### src/rtl/counter_4bit_down_reload_pkg.sv
// rtl/counter_4bit_down_reload_pkg.sv - shared types and constants for the down-counter timer
package counter_4bit_down_reload_pkg;

   localparam int DEFAULT_WIDTH = 4;

   // IDLE holds the count; RUN decrements on enabled edges
   typedef enum logic {
      ST_IDLE = 1'b0,
      ST_RUN  = 1'b1
   } state_t;

   localparam logic MODE_ONESHOT  = 1'b0;
   localparam logic MODE_PERIODIC = 1'b1;

endpackage

### src/rtl/counter_4bit_down_reload.sv
// rtl/counter_4bit_down_reload.sv - loadable down counter with one-shot/periodic reload and terminal-count pulse
module counter_4bit_down_reload
   import counter_4bit_down_reload_pkg::*;
#(
   parameter int WIDTH = DEFAULT_WIDTH
) (
   input  logic             clk,
   input  logic             rst,
   input  logic             en,
   input  logic             load,
   input  logic [WIDTH-1:0] data_in,
   input  logic             mode,
   output logic [WIDTH-1:0] count,
   output logic             tc,
   output logic             busy
);

   localparam logic [WIDTH-1:0] ZERO = '0;
   localparam logic [WIDTH-1:0] ONE  = {{(WIDTH-1){1'b0}}, 1'b1};

   state_t           state, state_n;
   logic [WIDTH-1:0] reload, reload_n;
   logic [WIDTH-1:0] count_n;
   logic             tc_n;

   // Registers for state, count, reload value and the terminal-count pulse
   always_ff @(posedge clk or posedge rst) begin
      if (rst) begin
         state  <= ST_IDLE;
         count  <= ZERO;
         reload <= ZERO;
         tc     <= 1'b0;
      end else begin
         state  <= state_n;
         count  <= count_n;
         reload <= reload_n;
         tc     <= tc_n;
      end
   end

   // Next-state logic: load beats decrement beats hold; tc only follows a 1->0 step
   always_comb begin
      state_n  = state;
      count_n  = count;
      reload_n = reload;
      tc_n     = 1'b0;
      if (load) begin
         count_n  = data_in;
         reload_n = data_in;
         state_n  = (data_in != ZERO) ? ST_RUN : ST_IDLE;
      end else if (en && (state == ST_RUN)) begin
         if (count > ONE) begin
            count_n = count - ONE;
         end else if (count == ONE) begin
            count_n = ZERO;
            tc_n    = 1'b1;
            state_n = (mode == MODE_PERIODIC) ? ST_RUN : ST_IDLE;
         end else begin
            // Sitting at zero in RUN only happens after a periodic 1->0 step,
            // so restart from the stored value; mode is only consulted at 1->0.
            count_n = reload;
         end
      end
   end

   // busy is a pure decode of the state register
   always_comb begin
      busy = (state == ST_RUN);
   end

endmodule

### config.mk
export PLATFORM = sky130hd
export DESIGN_NAME = counter_4bit_down_reload
export DESIGN_NICKNAME = d
export VERILOG_FILES = /design/src/rtl/counter_4bit_down_reload_pkg.sv /design/src/rtl/counter_4bit_down_reload.sv
export SDC_FILE = /design/constraint.sdc
export NUM_CORES = 1
export LEC_CHECK = 0
export BUFFER_PORTS_ARGS = -buffer_cell sky130_fd_sc_hd__buf_2
export CAP_MARGIN = 20
export CORE_AREA = 2 2 39 41
export DETAILED_ROUTE_END_ITERATION = 7
export DIE_AREA = 0 0 41 43
export PLACE_DENSITY = 0.66
export SYNTH_ARGS = -nofsm -noshare
export SYNTH_HDL_FRONTEND = slang
export SYNTH_SLANG_ARGS = --single-unit
### constraint.sdc
create_clock -name clk -period 1.5 [get_ports clk]
set_input_delay 0.15 -clock clk [delete_from_list [all_inputs] [get_ports clk]]
set_output_delay 0.15 -clock clk [all_outputs]
set_load 0.1 [all_outputs]
* After elaboration in Yosys (flattened, before gate mapping)
Index checks and enable logic that the tools add are counted.
** Word-level totals
- Register bits :: 10
- Output and inout bits :: 6
- Word-level logic and storage cells :: 27
- Bits of input ports :: 9
** Cells by class
- Mux-type cells :: 14
- Order comparisons :: 1
- Equality and inequality tests :: 2
- Reduce and logical (&&, ||, !) cells :: 5
- Add/subtract/negate cells :: 1
** Operator list (number)
- 4-bit 2-to-1 mux :: 4
- 1-bit 2-to-1 mux :: 10
- 4-bit by 1-bit == test with 1-bit output, second input constant :: 1
- 4-bit by 1-bit > comparator with 1-bit output, second input constant :: 1
- 2-bit nonzero test :: 2
- 4-bit nonzero test :: 1
- 4-bit by 1-bit subtractor with 4-bit output, second input constant :: 1
- 3-bit AND reduction :: 1
- 2-bit inequality test, second input constant :: 1
- 1-bit logical AND :: 1

* Depth between registers and ports, before layout
- Word-level depth :: 5
- Gate-level depth with buffers :: 5

* Worst setup path before layout
No wires, ideal clock.
- Path kind :: flip-flop to flip-flop
- From :: register count[1]
- To :: register count[3]
- Arrival time :: 2172 ps
- Slack :: -773 ps
- Path buffers :: 0
- Stages on the path, launching flop included :: 6
- Setup time :: 101 ps
- Path through :: dfrtp_1 inv_1 ha_1 or3b_2 or3b_4 o311ai_2
** Between the ends
- Word-level cells in the longest chain between the ends :: 5
- Elaborated cells on any way between the ends :: 7
- Classes of those cells :: add/sub: 1; order compare: 1; eq/ne: 1; mux: 4
** RTL lines
- start: declaration :: RTL line counter_4bit_down_reload.sv:13 : output logic [WIDTH-1:0] count,
- start signal: assignment :: RTL line counter_4bit_down_reload.sv:35 : count <= count_n;
- branches (longest 2 deep; another with 4-bit by 1-bit subtractor with 4-bit output)
- 4-bit 2-to-1 mux (*) :: RTL line counter_4bit_down_reload.sv:52 : if (count > ONE) begin
- 4-bit 2-to-1 mux (*) :: RTL line counter_4bit_down_reload.sv:51 : end else if (en && (state == ST_RUN)) begin
- 4-bit 2-to-1 mux (*) :: RTL line counter_4bit_down_reload.sv:47 : if (load) begin
Mark *: on every way between the ends. The select of a mux whose other input is x is not followed.
A chain may end at the register's enable or synchronous reset.

* Worst setup path in the final report
- From :: register count[0]
- To :: register count[3]
Same word-level chain as after synthesis.

==> parameters.txt <==
Parameter                              Value

Pwr
  P_leak ... 0.3611 nW
  Total power draw ... 0.9265 mW
  Peak ir drop on the vdd network ... 0.0006117 V
  Total power per unit cell area ... 1177 nW/um2

CTS
  Buffer cell driving the clock tree root ... sky130_fd_sc_hd__clkbuf_4
  Total number of clock tree sinks ... 10
  CTS H-tree lvls ... 1
  Clock insertion delay at the later pin of the skew report ... 0.26 ns
  Total clock buffers created by CTS ... 3
  Maximum clock insertion buffer count ... 2
  Reg clk slew, reported paths ... 0.07 ns
  TritonCTS clock tree ... done

Cells and area
  Count of antenna diodes in the layout ... 0
  Number of nets at the end of the flow ... 90
  Post-route cell area ... 787.0 um2
  Area overhead of the layout relative to synthesis ... 47.31%
  Most frequent cells in the layout ... sky130_fd_sc_hd__buf_2, sky130_fd_sc_hd__buf_4, sky130_fd_sc_hd__inv_1, sky130_fd_sc_hd__dfrtp_1
  Finished Layout Cells ... 94
  Share of layout cells above drive strength 1 ... 56.41%
  Commonest non-fill, non-tap cell in the layout ... sky130_fd_sc_hd__buf_2

Global routing
  Combined global-route utilization of all metal layers ... 17.65%
  Maximum number of pins on one net before global-route repair ... 15
  Antenna violations before repair ... 0
  Number of global-route vias before repair ... 506
  Total congestion overflow after global routing ... 0
  Wire length of the first global-routing pass ... 2035 um

Floorplan
  I/O pin cnt ... 15
  Initial core utilization ... 38.61%
  Placeable Area ... 1384 um2
  Die width ... 41 um
  Total die area ... 1763 um2
  Die extent in y ... 43 um
  Number of placement rows ... 14

Min path
  Depth of the worst hold-timing path ... 3
  Worst hold-check path type ... in -> reg
  Terminating pin of the worst hold path ... busy$_DFFE_PP0P_
  Hold Startpoint ... data_in[2]

Status
  Result of the run ... finished, violations left
  Failing checks ... setup timing

STA
  Sum of negative setup slack ... -0.3149 ns
  # setup viols final ... 5
  Worst max-slew margin expressed relative to the limit ... 67.85%
  Final Max Tran Viols ... 0
  Final WS setup ... -0.1074 ns
  Fmax achieved ... 0.6221 GHz
  RSZ-0062 raised after global routing ... true
  Time the worst path needs with I/O delays and setup ... 1.607 ns
  Final worst-path cycle share ... 107.2%
  Actual transition at the worst max-transition pin ... 0.4856 ns
  Final hold viol count ... 0
  Final clock skew ... 0.002620 ns

Critical path
  Critical Path RT ... 1.66 ns
  Crit path arrival time ... 1.77 ns
  Launching element type of the critical path ... flip-flop
  Crit Reg-Reg Endpoint ... count[3]$_DFFE_PP0P_
  Maximum fanout along the worst path ... 4
  Endpoint class of the critical path ... flip-flop
  Reg2reg setup slack ... -0.11 ns
  Crit path kind ... reg -> reg
  Reg2Reg Launch Point ... count[0]$_DFFE_PP0P_
  Number of cells on the worst reg-to-reg path ... 4

Synthesis
  Syn_area_per_cell ... 10.48 um2
  Mapped Cells ... 51
  Mapped Area ... 534.3 um2
  Biggest area consumer among synthesized cells ... sky130_fd_sc_hd__dfrtp_1
  Synth warn ... 0
  Number of nets in the synthesized netlist ... 62
  Fraction of the yosys area taken by sequential cells ... 46.84%
  Yosys top cell area share ... 46.84%
  Post-synth cell types ... 23
  Cells taking the most area after synthesis ... sky130_fd_sc_hd__dfrtp_1, sky130_fd_sc_hd__o21ai_0, sky130_fd_sc_hd__inv_1
  Synthesis-stage register bit count ... 10

Routing
  Initial drt markers ... 20
  Detailed-route via count ... 483
  Wire length per cell after detailed routing ... 13.51 um
  Number of DRC violations after detailed routing ... 0
  1st-pass router iterations ... 4
  Final WL ... 1270 um
  Via count normalized by instance count ... 5.138
  Count of nets left with antenna violations after detail routing ... 0

Placement
  Final GP Congestion ... 0.7417
  Port Buf Inserts ... 14
  Post-Place Setup Slack ... -0.09662 ns
  Placed Area ... 701.9 um2
  Half-perimeter wire length after detailed placement ... 957.8 um
  Number of cells in the design after placement ... 87

Job
  Max cap viols ... 0
final cells by class:
type | count | area, um2
inverters | 7 | 28.78
clock buffers | 4 | 36.28
well taps | 16 | 20.02
repair buffers | 24 | 151.4
fillers | 130 | 596.8
multi-input cells | 33 | 289.0
flip-flops and latches | 10 | 261.5
layer usage:
layer	vias up	routed length (um)	track usage, %
met5	-	0	0
met3	3	36	5.236
met4	0	19	8.667
li1	242	-	-
met2	11	613	26.25
met1	227	601	22.26
power breakdown:
part / switching [mW] / total [mW] / internal, mW
combinational: 0.225 / 0.347 / 0.122
clock: 0.0966 / 0.244 / 0.147
sequential: 0.0321 / 0.336 / 0.303
kinds of logic (layout without fill, tap and decap cells):
logic type,count (synthesis),in the layout,share of synthesized area [%]
buffers and inverters,8,35,5.621
multiplexers,4,4,7.962
AO/OA/AOI/OAI,17,17,23.65
flip-flops,10,10,46.84
AND/OR/NAND/NOR,10,10,11.24
adder cells (fa/ha/maj),2,2,4.683
worst max-delay path by stage:
stage                     cells past startpoint  slack, ns                    to            startpoint
final                                         4      -0.11  count[3]$_DFFE_PP0P_  count[0]$_DFFE_PP0P_
after floorplan                               5      -0.24  count[3]$_DFFE_PP0P_  count[1]$_DFFE_PP0P_
after CTS                                     4      -0.11  count[3]$_DFFE_PP0P_  count[0]$_DFFE_PP0P_
after global placement                        4      -0.07  count[3]$_DFFE_PP0P_  count[0]$_DFFE_PP0P_
after detailed placement                      4       -0.1  count[3]$_DFFE_PP0P_  count[0]$_DFFE_PP0P_
after global routing                          4      -0.15  count[3]$_DFFE_PP0P_  count[0]$_DFFE_PP0P_
metrics by stage:
stage          util (%)  hold WS (ns)
4_1_cts           54.34        0.1301
3_3_place_gp      50.72        0.1538
6_report          56.87        0.1327
5_1_grt           56.87        0.1382
2_1_floorplan         -     -0.009984
3_5_place_dp      50.72        0.1585
synthesized netlist by cell type:
library cell and count:
sky130_fd_sc_hd__a2111oi_0 1, sky130_fd_sc_hd__a21oi_1 1, sky130_fd_sc_hd__a22oi_1 2, sky130_fd_sc_hd__a311o_1 1, sky130_fd_sc_hd__clkbuf_1 1, sky130_fd_sc_hd__dfrtp_1 10, sky130_fd_sc_hd__ha_1 2, sky130_fd_sc_hd__inv_1 7
sky130_fd_sc_hd__mux2_2 2, sky130_fd_sc_hd__mux2i_1 2, sky130_fd_sc_hd__nand2_1 4, sky130_fd_sc_hd__nand2b_1 1, sky130_fd_sc_hd__nor2b_1 1, sky130_fd_sc_hd__nor3_1 1, sky130_fd_sc_hd__nor3b_1 1, sky130_fd_sc_hd__o211ai_1 2
sky130_fd_sc_hd__o21ai_0 6, sky130_fd_sc_hd__o311ai_2 1, sky130_fd_sc_hd__o31a_2 1, sky130_fd_sc_hd__o31ai_1 1, sky130_fd_sc_hd__o41ai_1 1, sky130_fd_sc_hd__or3b_2 1, sky130_fd_sc_hd__or3b_4 1
flip-flops by register name, summed over array words and instances, names as in the netlist:
register	flops
busy	1
count	4
reload	4
tc	1
worst max-delay path, cell delays in order, from the launching register on:
cell                       delay [ns]
sky130_fd_sc_hd__dfrtp_4         0.50
sky130_fd_sc_hd__ha_4            0.17
sky130_fd_sc_hd__or3b_4          0.23
sky130_fd_sc_hd__or3b_4          0.39
sky130_fd_sc_hd__o311ai_2        0.22
repair_timing:
| action | CTS | global route |
|---|---|---|
| setup endpoints to repair | 5 | 5 |
| hold buffers | 1 | 0 |
| pin swaps | 0 | 2 |
| gates resized for setup | 3 | 4 |
| setup buffers | 0 | 2 |
| hold endpoints to repair | 10 | 0 |
Note: power is estimated with default switching activity, not from simulation.
